$ cat config.mk
export PLATFORM = sky130hd
export DESIGN_NAME = spi_apb_master_flat
export DESIGN_NICKNAME = d
export VERILOG_FILES = /design/src/rtl/spi_apb_master_pkg.sv /design/src/rtl/spi_apb_master_if.sv /design/src/rtl/spi_apb_watchdog.sv /design/src/rtl/spi_apb_master.sv /design/src/flat_wrapper.sv
export SDC_FILE = /design/constraint.sdc
export NUM_CORES = 1
export LEC_CHECK = 0
export ABC_AREA = 0
export ABC_CLOCK_PERIOD_IN_PS = 4500
export BUFFER_PORTS_ARGS = -buffer_cell sky130_fd_sc_hd__buf_2
export CAP_MARGIN = 5
export CORE_ASPECT_RATIO = 1.5
export CORE_MARGIN = 2
export CORE_UTILIZATION = 25
export DETAILED_ROUTE_END_ITERATION = 10
export GPL_TIMING_DRIVEN = 0
export PLACE_DENSITY = 0.52
export SLEW_MARGIN = 10
export SYNTH_ARGS = -nofsm -noshare
export SYNTH_HDL_FRONTEND = slang
export SYNTH_SLANG_ARGS = --single-unit
export TNS_END_PERCENT = 100
$ cat constraint.sdc
create_clock -name pclk -period 4.5 [get_ports pclk]
set_input_delay 0.45 -clock pclk [delete_from_list [all_inputs] [get_ports pclk]]
set_output_delay 0.45 -clock pclk [all_outputs]
set_load 0.02 [all_outputs]
$ cat src/rtl/spi_apb_master_pkg.sv
// spi_apb_master_pkg: shared widths, FSM state and command/response types for the APB requester
package spi_apb_master_pkg;
  localparam int SPI_PADDR_WIDTH = 5;
  localparam int SPI_DATA_WIDTH = 32;
  typedef enum logic [1:0] {IDLE, SETUP, ACCESS, RESP} apb_mst_state_e;
  typedef struct packed {
    logic write;
    logic [SPI_PADDR_WIDTH-1:0] addr;
    logic [SPI_DATA_WIDTH-1:0] wdata;
    logic [SPI_DATA_WIDTH/8-1:0] strb;
  } apb_cmd_t;
  typedef struct packed {
    logic [SPI_DATA_WIDTH-1:0] rdata;
    logic err;
  } apb_rsp_t;
endpackage

$ cat src/rtl/spi_apb_master_if.sv
// spi_apb_master_if: command/response channels plus APB requester signals
interface spi_apb_master_if import spi_apb_master_pkg::*; #(
  parameter int ADDR_WIDTH = SPI_PADDR_WIDTH,
  parameter int DATA_WIDTH = SPI_DATA_WIDTH
);
  logic cmd_valid, cmd_ready, cmd_write;
  logic [ADDR_WIDTH-1:0] cmd_addr;
  logic [DATA_WIDTH-1:0] cmd_wdata;
  logic [DATA_WIDTH/8-1:0] cmd_strb;
  logic rsp_valid, rsp_ready, rsp_err;
  logic [DATA_WIDTH-1:0] rsp_rdata;
  logic psel, penable, pwrite, pready, pslverr;
  logic [ADDR_WIDTH-1:0] paddr;
  logic [DATA_WIDTH-1:0] pwdata, prdata;
  logic [DATA_WIDTH/8-1:0] pstrb;
  modport master (
    input cmd_valid, cmd_write, cmd_addr, cmd_wdata, cmd_strb, rsp_ready, prdata, pready, pslverr,
    output cmd_ready, rsp_valid, rsp_rdata, rsp_err, psel, penable, pwrite, paddr, pwdata, pstrb
  );
  modport slave (
    output cmd_valid, cmd_write, cmd_addr, cmd_wdata, cmd_strb, rsp_ready, prdata, pready, pslverr,
    input cmd_ready, rsp_valid, rsp_rdata, rsp_err, psel, penable, pwrite, paddr, pwdata, pstrb
  );
endinterface

$ cat src/rtl/spi_apb_watchdog.sv
// spi_apb_watchdog: counts ACCESS cycles and flags the one that reaches TIMEOUT_CYCLES
module spi_apb_watchdog #(
  parameter int TIMEOUT_CYCLES = 16
) (
  input  logic pclk,
  input  logic preset_n,
  input  logic clr,
  input  logic tick,
  output logic expired
);
  localparam int CW = $clog2(TIMEOUT_CYCLES + 1);
  logic [CW-1:0] cnt;
  assign expired = tick && cnt == CW'(TIMEOUT_CYCLES - 1);
  always_ff @(posedge pclk or negedge preset_n)
    if (!preset_n) cnt <= '0;
    else if (clr) cnt <= '0;
    else if (tick && !expired) cnt <= cnt + CW'(1);
endmodule

$ cat src/rtl/spi_apb_master.sv
// spi_apb_master: one valid/ready command -> one APB transfer; ACCESS timeout abort under APB_MASTER_TIMEOUT_EN
module spi_apb_master import spi_apb_master_pkg::*; #(
  parameter int ADDR_WIDTH = SPI_PADDR_WIDTH,
  parameter int DATA_WIDTH = SPI_DATA_WIDTH,
  parameter int TIMEOUT_CYCLES = 16
) (
  input logic pclk,
  input logic preset_n,
  spi_apb_master_if.master bus
);
  apb_mst_state_e state;
  logic timeout;
  if (TIMEOUT_CYCLES < 1) begin : g_bad_timeout
    $error("TIMEOUT_CYCLES must be at least 1");
  end
`ifdef APB_MASTER_TIMEOUT_EN
  spi_apb_watchdog #(.TIMEOUT_CYCLES(TIMEOUT_CYCLES)) u_wdog (
    .pclk(pclk),
    .preset_n(preset_n),
    .clr(state == SETUP),
    .tick(state == ACCESS),
    .expired(timeout)
  );
`else
  assign timeout = 1'b0;
`endif
  assign bus.cmd_ready = state == IDLE;
  // pready is checked before timeout so a same-cycle pready completes normally
  always_ff @(posedge pclk or negedge preset_n)
    if (!preset_n) begin
      state <= IDLE;
      bus.psel <= 1'b0;
      bus.penable <= 1'b0;
      bus.pwrite <= 1'b0;
      bus.paddr <= {ADDR_WIDTH{1'b0}};
      bus.pwdata <= {DATA_WIDTH{1'b0}};
      bus.pstrb <= {DATA_WIDTH/8{1'b0}};
      bus.rsp_valid <= 1'b0;
      bus.rsp_rdata <= {DATA_WIDTH{1'b0}};
      bus.rsp_err <= 1'b0;
    end else begin
      case (state)
        IDLE: if (bus.cmd_valid) begin
          state <= SETUP;
          bus.psel <= 1'b1;
          bus.pwrite <= bus.cmd_write;
          bus.paddr <= bus.cmd_addr;
          bus.pwdata <= bus.cmd_wdata;
          bus.pstrb <= bus.cmd_strb;
        end
        SETUP: begin
          state <= ACCESS;
          bus.penable <= 1'b1;
        end
        ACCESS: if (bus.pready || timeout) begin
          state <= RESP;
          bus.psel <= 1'b0;
          bus.penable <= 1'b0;
          bus.rsp_valid <= 1'b1;
          bus.rsp_rdata <= (bus.pwrite || !bus.pready) ? {DATA_WIDTH{1'b0}} : bus.prdata;
          bus.rsp_err <= bus.pready ? bus.pslverr : 1'b1;
        end
        default: if (bus.rsp_ready) begin
          state <= IDLE;
          bus.rsp_valid <= 1'b0;
        end
      endcase
    end
endmodule
$ cat src/flat_wrapper.sv
// flat-port wrapper written by rule: the top's interface ports become plain ports
module spi_apb_master_flat import spi_apb_master_pkg::*;
#(
  parameter int ADDR_WIDTH = SPI_PADDR_WIDTH,
  parameter int DATA_WIDTH = SPI_DATA_WIDTH,
  parameter int TIMEOUT_CYCLES = 16
)
  (pclk, preset_n, bus_cmd_valid, bus_cmd_write, bus_cmd_addr, bus_cmd_wdata, bus_cmd_strb, bus_rsp_ready, bus_prdata, bus_pready, bus_pslverr, bus_cmd_ready, bus_rsp_valid, bus_rsp_rdata, bus_rsp_err, bus_psel, bus_penable, bus_pwrite, bus_paddr, bus_pwdata, bus_pstrb);
  spi_apb_master_if #(.ADDR_WIDTH(ADDR_WIDTH), .DATA_WIDTH(DATA_WIDTH)) bus_i ();
  input logic pclk;
  input logic preset_n;
  input wire logic [$bits(bus_i.cmd_valid)-1:0] bus_cmd_valid;
  input wire logic [$bits(bus_i.cmd_write)-1:0] bus_cmd_write;
  input wire logic [$bits(bus_i.cmd_addr)-1:0] bus_cmd_addr;
  input wire logic [$bits(bus_i.cmd_wdata)-1:0] bus_cmd_wdata;
  input wire logic [$bits(bus_i.cmd_strb)-1:0] bus_cmd_strb;
  input wire logic [$bits(bus_i.rsp_ready)-1:0] bus_rsp_ready;
  input wire logic [$bits(bus_i.prdata)-1:0] bus_prdata;
  input wire logic [$bits(bus_i.pready)-1:0] bus_pready;
  input wire logic [$bits(bus_i.pslverr)-1:0] bus_pslverr;
  output wire logic [$bits(bus_i.cmd_ready)-1:0] bus_cmd_ready;
  output wire logic [$bits(bus_i.rsp_valid)-1:0] bus_rsp_valid;
  output wire logic [$bits(bus_i.rsp_rdata)-1:0] bus_rsp_rdata;
  output wire logic [$bits(bus_i.rsp_err)-1:0] bus_rsp_err;
  output wire logic [$bits(bus_i.psel)-1:0] bus_psel;
  output wire logic [$bits(bus_i.penable)-1:0] bus_penable;
  output wire logic [$bits(bus_i.pwrite)-1:0] bus_pwrite;
  output wire logic [$bits(bus_i.paddr)-1:0] bus_paddr;
  output wire logic [$bits(bus_i.pwdata)-1:0] bus_pwdata;
  output wire logic [$bits(bus_i.pstrb)-1:0] bus_pstrb;
  assign bus_i.cmd_valid = bus_cmd_valid;
  assign bus_i.cmd_write = bus_cmd_write;
  assign bus_i.cmd_addr = bus_cmd_addr;
  assign bus_i.cmd_wdata = bus_cmd_wdata;
  assign bus_i.cmd_strb = bus_cmd_strb;
  assign bus_i.rsp_ready = bus_rsp_ready;
  assign bus_i.prdata = bus_prdata;
  assign bus_i.pready = bus_pready;
  assign bus_i.pslverr = bus_pslverr;
  assign bus_cmd_ready = bus_i.cmd_ready;
  assign bus_rsp_valid = bus_i.rsp_valid;
  assign bus_rsp_rdata = bus_i.rsp_rdata;
  assign bus_rsp_err = bus_i.rsp_err;
  assign bus_psel = bus_i.psel;
  assign bus_penable = bus_i.penable;
  assign bus_pwrite = bus_i.pwrite;
  assign bus_paddr = bus_i.paddr;
  assign bus_pwdata = bus_i.pwdata;
  assign bus_pstrb = bus_i.pstrb;
  spi_apb_master #(.ADDR_WIDTH(ADDR_WIDTH), .DATA_WIDTH(DATA_WIDTH), .TIMEOUT_CYCLES(TIMEOUT_CYCLES)) u_core (.pclk(pclk), .preset_n(preset_n), .bus(bus_i));
endmodule
; After elaboration in Yosys (flattened, before gate mapping)
; Index checks and enable logic that the tools add are counted.
[word_totals]
regBits = 80
in_bits = 80
output_inout_bits = 79
wordCells = 41
[classes]
n_eq_ne = 4
mux = 12
bitwise_logic = 1
n_reduce_logical = 14
[op_table]
columns = op, count
row1 = 2-to-1 mux 32 bit, 1
row2 = AND reduction 3 bit, 3
row3 = 2-to-1 mux 2 bit, 3
row4 = case mux 1 bit (2 select lines), 3
row5 = case mux 2 bit (3 select lines), 1
row6 = AND reduction 2 bit, 3
row7 = nonzero test 2 bit, 3
row8 = 2-to-1 mux 1 bit, 4
row9 = "!= test 2 bit, second input constant", 2
row10 = nonzero test 4 bit, 1
row11 = "equality test 2 x 1 -> 1 bit, second input constant", 1
row12 = "equality test 2 bit, second input constant", 1
row13 = logical NOT 2 bit, 1
row14 = OR reduction 2 bit, 1
row15 = logical NOT 1 bit, 1
row16 = logical OR 1 bit, 1
row17 = NOT 1 bit, 1

; Logic depth before layout (Yosys ltp)
[depth]
depth_word = 4
mapped_depth = 7
mapped_depth_nobuf = 5

; Worst setup path before layout
; No wires, ideal clock.
[synth_path]
kind = reg2reg
start = register u_core.state[0]
end = register u_core.bus.pstrb[0]
setup_time_ps = 125
t_arrival_ps = 1296
required_time_ps = 4375
path_slack_ps = 3079
stages_incl_launch_ff = 6
path_buffers = 1
synth_period_minus_slack_ps = 1421
cell_sequence = dfrtp_1 > inv_1 > ha_1 > nand2_2 > clkbuf_8 > mux2_2
[synth_between]
elab_chain_cells = 2
[synth_rtl]
columns = item, line_no
row1 = start: declaration, spi_apb_master.sv:11  ; apb_mst_state_e state;
row2 = start signal: assignment, spi_apb_master.sv:31  ; state <= IDLE;
row3 = start signal: assignment, spi_apb_master.sv:44  ; state <= SETUP;
row4 = start signal: assignment, spi_apb_master.sv:52  ; state <= ACCESS;
row5 = logical NOT 2 bit, spi_apb_master.sv:42  ; case (state)
row6 = AND reduction 2 bit (no line), n/a
row7 = end signal: assignment, spi_apb_master.sv:37  ; bus.pstrb <= {DATA_WIDTH/8{1'b0}};
row8 = end signal: assignment, spi_apb_master.sv:49  ; bus.pstrb <= bus.cmd_strb;
row9 = end: declaration, spi_apb_master_if.sv:18  ; output cmd_ready, rsp_valid, rsp_rdata, rsp_err, psel, penable, pwrite, paddr, pwdata, pstrb
; Every way passes these cells.
; A chain may end at the register's enable or synchronous reset.

; Worst setup path in the final report
[layout_path]
start = register u_core.state[0]
end = output bus_cmd_ready
[layout_between]
elab_chain_cells = 1
[layout_rtl]
columns = item, line_no
row1 = logical NOT 2 bit, spi_apb_master.sv:27  ; assign bus.cmd_ready = state == IDLE;
row2 = end: declaration, flat_wrapper.sv:21  ; output wire logic [$bits(bus_i.cmd_ready)-1:0] bus_cmd_ready;
; Every way passes these cells.

==> results.tsv <==
stage	metric	value	unit
sta	period_needed	1714	ps
die	pin_count	159	
die	die-height	143.9	um
drt	drc_errors	0	
clock_tree	cts-resized-gates	0	
power_and_ir_drop	leakagePower	2.321	nW
critical_path	crit_path_end	bus_cmd_ready	
placement	hpwl	6.102	mm
clock_tree	cts_tree	done	
clock_tree	h-tree-depth	3	
clock_tree	cts-buffers-inserted	9	
sta	post-route-period-util	38.10	%
die	die_w	97.27	um
drt	routed_via_density	4.191	
critical_path	required	4050	ps
synthesis	syn_area_per_cell	12.64	sq um
clock_tree	cts_max_path_buffers	2	
critical_path	crit_path_end_kind	primary output	
global_route	overflow	0	
synthesis	syn-instance-count	258	
sta	setup_viol	0	
die	num_rows	51	
drt	via_count	2481	
synthesis	synth.net_count	343	
critical_path	critPathKind	register to primary output	
die	start_util	25.31	%
drt	wire_per_inst	13.58	um
global_route	grt_pass1_vias	2536	
die	coreArea	12890	sq um
drt	ant_nets	0	
sta	fmax	583.3	MHz
power_and_ir_drop	powerDensity	785.7	nW/um^2
drt	finalWirelength	8.041	mm
critical_path	crit_start	u_core.state[0]	
status	status	complete, no violations	
drt	drt_iter0_drc	55	
cells_and_area	area_growth	40.51	%
global_route	grt_max_degree	43	
critical_path	crit_slowest_cell	dfrtp_1	
critical_path	cp_cell_sequence	inv_1, ha_1, buf_2	
global_route	antenna_found_initial	2	
sta	finalMaxSlewViolations	0	
power_and_ir_drop	ir_drop	0.2916	mV
die	die_area	14000	sq um
global_route	grt_usage	11.61	%
cells_and_area	nets	513	
sta	hold_ws	89.89	ps
sta	skew	5.083	ps
critical_path	r2r-end	u_core.bus.rsp_rdata[14]	
sta	maxSlewHeadroom	65.26	%
synthesis	ys_warn_count	0	
clock_tree	clk_latency	330	ps
synthesis	synth_area	3262	sq um
critical_path	path_max_fanout	4	
critical_path	cpPeakStageDelay	400	ps
clock_tree	root_buffer	clkbuf_16	
critical_path	cp-start-kind	register	
worst_hold_path	hold_path.class	input port to asynchronous set/reset pin	
clock_tree	clkTransAtPathRegs	60	ps
sta	hold_viol	0	
synthesis	synth-seq-area-share	61.37	%
cells_and_area	fill_cells	1340	
placement	gp_congestion	0.7098	
drt	firstDrtPassIters	4	
sta	finalSetupTns	0	ps
clock_tree	cts.sinks	80	
global_route	grt_pass1_wl	12.81	mm
sta	worst_pin_slew	521.1	ps
synthesis	ys_types	24	
flow_run	maxCapViolCount	0	
synthesis	synth.ff_latch_count	80	
critical_path	timing.rr.start	u_core.state[0]	
sta	rsz0062_at_grt	no	
clock_tree	post_cts_buffers	0	
critical_path	reg2reg_slack	2850	ps
placement	numPortBuffers	158	
cells_and_area	drive_gt1_share	52.78	%
critical_path	cp.arrival	1260	ps
clock_tree	postCtsHoldBufs	0	
critical_path	reg2reg_depth	7	
==> worst max-delay path, delay by kind of cell, from the launching register on <==
family | cells | cell delay [ps]
flip-flops | 1 | 400
buffers and inverters | 2 | 320
adder cells (fa/ha/maj) | 1 | 220
==> sequential cells by signal, indices dropped and copies added, names as in the netlist, 2 cells and up <==
register,cells
u_core.bus.pwdata,32
u_core.bus.rsp_rdata,32
u_core.bus.paddr,5
u_core.bus.pstrb,4
u_core.state,2
==> per-layer routing <==
metal  vias up  part of all wire (%)  wire length [um]  global-route usage (%)
met2        84                    52              4151                   19.37
met4         2                   2.0               159                   4.751
met3        14                   6.8               545                   4.183
li1       1204                     -                 -                       -
met5         -                  0.16                13                       0
met1      1177                    39              3170                   13.64
==> stage by stage <==
step / setup slack [ps] / instances / cell area [sq um] / total power [W] / utilization (%)
2_1_floorplan: 3079 / 258 / 3262 / 0.002317 / -
3_3_place_gp: 2301 / 575 / 4252 / 0.002862 / 32.98
3_5_place_dp: 2818 / 576 / 4274 / 0.002902 / 33.16
4_1_cts: 2768 / 591 / 4581 / 0.003671 / 35.54
5_1_grt: 2660 / 591 / 4581 / 0.003862 / 35.54
6_report: 2786 / 592 / 4583 / 0.003601 / 35.56
==> cell usage after synthesis, drive strengths merged <==
| cell type | n | area, sq um |
|---|---|---|
| or2b | 1 | 7.510 |
| clkbuf | 7 | 56.30 |
| nand2b | 33 | 206.5 |
| a21oi | 1 | 5.000 |
| mux2 | 43 | 484.2 |
| a21o | 1 | 7.510 |
| o311ai | 1 | 8.760 |
| o2bb2ai | 1 | 8.760 |
| buf | 7 | 53.80 |
| a32o | 1 | 10.01 |
| nor2 | 2 | 7.510 |
| o22ai | 1 | 6.260 |
| o21bai | 1 | 7.510 |
| o21ai | 32 | 160.2 |
| inv | 3 | 11.26 |
| mux2i | 1 | 10.01 |
| a22o | 1 | 8.760 |
| nand2 | 36 | 137.6 |
| dfrtp | 80 | 2002 |
| ha | 5 | 62.56 |
==> cells in the final DEF (no fill, tap or decap), types with 2 or more instances in the layout <==
master | netlist | final
clkbuf_1 | 4 | 4
nor2_1 | 2 | 2
nand2_1 | 35 | 35
clkbuf_16 | 0 | 9
buf_2 | 4 | 161
clkbuf_8 | 3 | 6
dfrtp_1 | 80 | 80
buf_6 | 3 | 3
inv_1 | 3 | 3
o21ai_0 | 31 | 31
ha_1 | 5 | 5
mux2_2 | 43 | 43
clkinv_2 | 0 | 2
nand2b_1 | 33 | 33
==> area by class of cell <==
type                    count  area (sq um)  share of cell area, %
repair buffers            159         813.3                  17.75
clock buffers              12         266.5                  5.815
diodes                      1         2.502                0.05460
plain buffers              14         110.1                  2.402
flip-flops and latches     80          2002                  43.68
multi-input cells         161          1139                  24.84
clock inverters             3         40.04                 0.8736
well taps                 159         198.9                  4.341
inverters                   3         11.26                 0.2457
==> cells by family (layout without fill, tap and decap cells) <==
kind of cell | count (synthesis) | in the layout | share of synthesized area, %
mux | 44 | 44 | 15.15
compound gates | 40 | 40 | 6.828
flops | 80 | 80 | 61.37
fa+ha+maj | 5 | 5 | 1.918
buf+inv | 17 | 191 | 3.721
simple gates | 72 | 72 | 11.01
other cells | 0 | 1 | 0
==> how the worst min path moves through the flow <==
stage,to,slack (ps),cells past startpoint
global route,u_core.bus.rsp_rdata[7],120,1
detailed placement,u_core.bus.rsp_rdata[7],470,1
global placement,u_core.bus.rsp_rdata[16],460,2
CTS,u_core.bus.rsp_rdata[7],110,1
floorplan,u_core.bus.paddr[0],150,0
finish,u_core.bus.rsp_rdata[7],90,1
==> power breakdown <==
group	switching [W]	total (W)	internal, W
combinational	0.000935	0.00160	0.000662
sequential	0.000176	0.00125	0.00108
clock	0.000279	0.000749	0.000470
Note: power is estimated with default switching activity, not from simulation.
